--- src/rtl/seven_seg_scanner.sv ---
// Time-multiplexed N-digit common-anode hex display driver: double-buffered frame-synchronous
// load, per-digit blank mask and PWM dimming. Define SEVEN_SEG_LZB_EN for leading-zero blanking.
module seven_seg_scanner #(
    parameter int N_DIGITS = 8,
    parameter int CLK_HZ   = 100_000_000,
    parameter int SCAN_HZ  = 1000,
    parameter int PWM_BITS = 4
) (
    input  logic                  clock,
    input  logic                  reset_n,
    input  logic [4*N_DIGITS-1:0] disp_value,
    input  logic [N_DIGITS-1:0]   dec_points,
    input  logic [N_DIGITS-1:0]   blank_mask,
    input  logic                  load,
    input  logic [PWM_BITS-1:0]   brightness,
    output logic                  load_ack,
    output logic                  frame_start,
    output logic [N_DIGITS-1:0]   anode,
    output logic [7:0]            cathode
);
    localparam int TICK_DIV = CLK_HZ / SCAN_HZ;
    localparam int PRE_W    = $clog2(TICK_DIV);
    localparam int IDX_W    = (N_DIGITS > 1) ? $clog2(N_DIGITS) : 1;

    logic [PRE_W-1:0]      pre_cnt;
    logic [IDX_W-1:0]      idx;
    logic [PWM_BITS-1:0]   pwm_cnt;
    logic [PWM_BITS-1:0]   brightness_q;
    logic [4*N_DIGITS-1:0] act_val, pend_val;
    logic [N_DIGITS-1:0]   act_dp, pend_dp;
    logic [N_DIGITS-1:0]   act_blank, pend_blank;
    logic                  pend_valid;
    logic                  tick, wrap, lit;
    logic [N_DIGITS-1:0]   lz_supp;
    logic [3:0]            cur_nib;
    logic [6:0]            cur_seg;
    logic [N_DIGITS-1:0]   anode_nxt;
    logic [7:0]            cathode_nxt;

    assign tick = (pre_cnt == PRE_W'(TICK_DIV - 1));
    assign wrap = tick && (idx == IDX_W'(N_DIGITS - 1));

    always_ff @(posedge clock) begin
        if (!reset_n) begin
            pre_cnt     <= '0;
            idx         <= '0;
            pwm_cnt     <= '0;
            act_val     <= '0;
            act_dp      <= '0;
            act_blank   <= '0;
            pend_val    <= '0;
            pend_dp     <= '0;
            pend_blank  <= '0;
            pend_valid  <= 1'b0;
            load_ack    <= 1'b0;
            frame_start <= 1'b0;
            anode       <= '1;
            cathode     <= 8'hFF;
        end else begin
            pre_cnt     <= tick ? '0 : pre_cnt + PRE_W'(1);
            pwm_cnt     <= pwm_cnt + PWM_BITS'(1);
            frame_start <= wrap;
            load_ack    <= 1'b0;
            anode       <= anode_nxt;
            cathode     <= cathode_nxt;
            if (tick)
                idx <= wrap ? '0 : idx + IDX_W'(1);
            // Fresh inputs on the wrap cycle bypass the pending buffer.
            if (wrap && load) begin
                act_val    <= disp_value;
                act_dp     <= dec_points;
                act_blank  <= blank_mask;
                pend_valid <= 1'b0;
                load_ack   <= 1'b1;
            end else if (wrap && pend_valid) begin
                act_val    <= pend_val;
                act_dp     <= pend_dp;
                act_blank  <= pend_blank;
                pend_valid <= 1'b0;
                load_ack   <= 1'b1;
            end else if (load) begin
                pend_val   <= disp_value;
                pend_dp    <= dec_points;
                pend_blank <= blank_mask;
                pend_valid <= 1'b1;
            end
        end
    end

    // Brightness is a live control, so it is retimed but never reset.
    always_ff @(posedge clock) begin
        brightness_q <= brightness;
    end

`ifdef SEVEN_SEG_LZB_EN
    logic lz_run;
    always_comb begin
        lz_supp = '0;
        lz_run  = 1'b1;
        for (int i = N_DIGITS - 1; i >= 1; i--) begin
            if (lz_run && act_val[i*4 +: 4] == 4'h0 && !act_dp[i])
                lz_supp[i] = 1'b1;
            else
                lz_run = 1'b0;
        end
    end
`else
    assign lz_supp = '0;
`endif

    assign cur_nib = act_val[{idx, 2'b00} +: 4];

    always_comb begin
        case (cur_nib)
            4'h0: cur_seg = 7'b1000000;
            4'h1: cur_seg = 7'b1111001;
            4'h2: cur_seg = 7'b0100100;
            4'h3: cur_seg = 7'b0110000;
            4'h4: cur_seg = 7'b0011001;
            4'h5: cur_seg = 7'b0010010;
            4'h6: cur_seg = 7'b0000010;
            4'h7: cur_seg = 7'b1111000;
            4'h8: cur_seg = 7'b0000000;
            4'h9: cur_seg = 7'b0010000;
            4'hA: cur_seg = 7'b0001000;
            4'hB: cur_seg = 7'b0000011;
            4'hC: cur_seg = 7'b1000110;
            4'hD: cur_seg = 7'b0100001;
            4'hE: cur_seg = 7'b0000110;
            default: cur_seg = 7'b0001110;
        endcase
    end

    assign lit = !act_blank[idx] && !lz_supp[idx] && (pwm_cnt < brightness_q);

    always_comb begin
        anode_nxt   = '1;
        cathode_nxt = 8'hFF;
        if (lit) begin
            anode_nxt   = ~(N_DIGITS'(1) << idx);
            cathode_nxt = {~act_dp[idx], cur_seg};
        end
    end

endmodule

--- config.mk ---
export PLATFORM = sky130hd
export DESIGN_NAME = seven_seg_scanner
export DESIGN_NICKNAME = d
export VERILOG_FILES = /design/src/rtl/seven_seg_scanner.sv
export SDC_FILE = /design/constraint.sdc
export NUM_CORES = 1
export LEC_CHECK = 0
export CAP_MARGIN = 20
export CORE_MARGIN = 2
export CORE_UTILIZATION = 50
export CTS_CLUSTER_DIAMETER = 60
export DETAILED_ROUTE_END_ITERATION = 16
export PLACE_DENSITY = 0.74
export SLEW_MARGIN = 10
export SYNTH_ARGS = -nofsm -noshare
export SYNTH_HDL_FRONTEND = slang
export SYNTH_SLANG_ARGS = --single-unit
--- constraint.sdc ---
create_clock -name clock -period 2.39 [get_ports clock]
set_input_delay 0.478 -clock clock [delete_from_list [all_inputs] [get_ports clock]]
set_output_delay 0.478 -clock clock [all_outputs]
set_load 0.005 [all_outputs]
==> impl_results.md <==
* Post-synth top area cell: dfxtp_1
* Top-count cell post-synth: dfxtp_1
* YS warnings at 0
* Setup repair after global routing missed its margin: no
* Top cells by count, synth: dfxtp_1 (143), nand2_1 (114), nor2_1 (88)
* Post-Synth XOR/XNOR Area at 2.46%
* Total global routing overflow at 0
* CP startpoint kind: flip-flop
* Synth cell types at 41
* Worst-path clk slew at 0.05 ns
* Critical Path RT at 2.67 ns
* DRC Markers at 0
* Worst min-delay path category: flip-flop to flip-flop
* Ordered list of cells on the worst path: buf_12 > buf_4 > mux4_2 > nor2_1 > nor2_1 > a2111oi_4 > buf_4 > o221ai_1
* Min Tclk post-route at 2.25 ns
* Dpl cells at 862
* Fmax at 0.444 GHz
* Number of DRC markers in iteration 0 at 505
* CTS Root Buffer Type: clkbuf_16
* DP HPWL at 9570 microns
* Avg Inst Size Synth at 8.97 sq um
* Routed WL at 14600 microns
* Slew HR at 58.5%
* Final Cycle Share at 94.2%
* Worst Min Path Start: pre_cnt[0]
* Clk buf depth at 2
* Core footprint at 11900 sq um
* ANT cells at 0
* Reg2reg end: cathode[6]
* Outcome: complete, no violations
* Final slew viol count at 0
* Worst EP arrival at 2.53 ns
* Worst Setup End Kind: flip-flop
* Leak Pwr at 0.00293 uW
* Overall Global Routing Usage at 23.4%
* Crit-path max FO at 16
* Synth Area in Adders at 3.52%
* Max capacitance violation total at 0
* Vias in the first global route at 4858
* Post-DRT Antenna Nets at 0
* Post-Syn Instances at 674
* Pin count of the biggest net entering global routing at 104
* Slew @ Worst Pin at 0.622 ns
* Hold Path Stages at 1
* Pwr dens at 704 nW/um^2
* Clk_skew at 0.00457 ns
* Clock latency on the worst-skew pair at 0.42 ns
* Setup_tns at 0 ns
* Final setup viols at 0
* Vias per cell at 5.71
* Synth Area in Compound Gates at 19.8%
* Worst r2r src: idx[0]
* R2R depth at 8
* Nets at 816
* Die height at 114 microns
* Post-synthesis mux area share at 5.28%
* Simple-Gate Fraction of Synth Area at 16.9%
* Synthesized area at 6050 sq um
* Worst IR Drop VDD at 0.000440 V
* Seq/Total Area, Yosys at 47.4%
* DR pass1 iterations at 5
* I/O pin cnt at 73
* Fraction of layout cells with a size suffix above 1 at 10.4%
* Post-synth EDFFs at 0
* Dpl ws at 0.130 ns
* CTS sink count at 143
* # resized after CTS at 0
* Hold endpoint: pre_cnt[0]
* Port Buf Inserts at 72
* Largest family of logic cells by synthesized area: compound AO/OA/AOI/OAI gates
* Wire length per cell at 16.2 microns
* Row count at 40
* Yosys top cell area share at 47.4%
* Hold Vio Cnt, Final at 0
* Worst reg2reg setup slack at 0.14 ns
* Final WS setup at 0.139 ns
* Predominant post-synthesis flop cell: dfxtp_1
* CTS tree: done
* Buf+Inv Stages, Crit Path at 3
* CP max stage cell: mux4_2
* Die ar. at 13000 sq um
* H-tree levels at 4
* Register bit total from synthesis at 143
* WS Path Type: flip-flop to flip-flop
* Largest stage delay, worst path at 0.51 ns
* RePlAce Congestion at 0.862
* Ys async rst share at 0%
* Non-Filler Instances at 903
* Global-route wire length before repair at 24000 microns
* Critical path's top delay family: buffers and inverters
* Starting density of the core at 50.8%
* TritonCTS Buffers at 17
* Initial antenna violation count at 0
* Die W at 114 microns
* Final core occ at 63.4%
* Via count at 5156
* Synth top area cells: dfxtp_1 (47%), nand2_1 (7.1%), a22oi_1 (6.0%), nor2_1 (5.5%), a21oi_1 (4.4%)
* Syn Nets at 746
* FILL cells at 996
* Syn-to-layout area delta at 24.9%
==> through the flow <==
step | area, sq um | total power (uW) | hold WS [ns]
after floorplan | 6050 | 2750 | 0.418
after global placement | 6940 | 2930 | 0.430
after detailed placement | 6940 | 2940 | 0.441
after CTS | 7480 | 5340 | 0.450
after global routing | 7550 | 5490 | 0.470
final | 7550 | 5310 | 0.448
==> flip-flops by register name, indices dropped and copies added, names as in the netlist, 3 cells and up <==
| name | count |
|---|---|
| brightness_q | 4 |
| act_val | 32 |
| idx | 3 |
| cathode | 8 |
| anode | 8 |
| pend_dp | 8 |
| pend_val | 32 |
| pwm_cnt | 4 |
| pend_blank | 8 |
| act_dp | 8 |
| pre_cnt | 17 |
| act_blank | 8 |
==> cell type report <==
cell class,instances,area (sq um),share of cell area (%)
inverter,14,52.6,0.696
clock inverter,7,62.6,0.829
tap,147,184,2.44
timing repair buffer,103,998,13.2
clock buffer,24,472,6.25
multi-input combinational,465,2920,38.7
sequential,143,2860,37.9
==> cell usage in the layout (no fill, tap or decap), drive strengths merged, types with 3 or more instances in the layout <==
master,synthesis,layout
a21oi,53,53
a22o,19,19
a22oi,48,48
a2bb2oi,30,30
buf,17,32
clkbuf,35,24
clkdlybuf4s50,0,71
clkinv,0,5
dfxtp,143,143
ha,17,17
inv,14,14
mux2,3,3
mux2i,6,6
mux4,10,10
nand2,114,114
nand2b,3,3
nand3,16,16
nor2,88,88
nor3,5,5
nor4,4,4
o221ai,5,5
xnor2,8,8
xor2,9,9
==> how the worst max path moves through the flow <==
stage                  endpoint  depth (start not counted)    from  slack (ns)
finish               cathode[6]                          8  idx[0]        0.14
global route        act_val[18]                          7  idx[1]       0.009
CTS                  cathode[3]                          8  idx[0]        0.12
detailed placement   cathode[3]                          8  idx[0]        0.13
global placement     cathode[3]                          8  idx[0]        0.22
floorplan            cathode[3]                          9  idx[0]        0.16
==> routing by layer <==
| layer | up-vias | track usage (%) | share of wire [%] |
|---|---|---|---|
| li1 | 2502 | - | - |
| met1 | 2449 | 30.6 | 44 |
| met2 | 177 | 37.6 | 47 |
| met3 | 28 | 6.00 | 6.1 |
| met4 | 0 | 8.29 | 1.9 |
| met5 | - | 0 | 0 |
==> report_power, final <==
part           internal [uW]  switching, uW  total, uW
combinational            210            191        401
clock                   1470            956       2420
sequential              2450           33.6       2490
==> cell families (layout without fill, tap and decap cells) <==
group,count (synthesis),after routing
adders and majority gates,17,17
buffers and inverters,66,148
and+or+nand+nor,246,246
xor gates and xnor gates,17,17
DFF,143,143
AOI/OAI and AO/OA,166,166
muxes,19,19
==> timing repair <==
action / in CTS / in global routing
buffers inserted: 0 / 10
endpoints found under the setup margin: 0 / 1
hold buffers: 0 / 0
(Power assumes the default switching activity.)
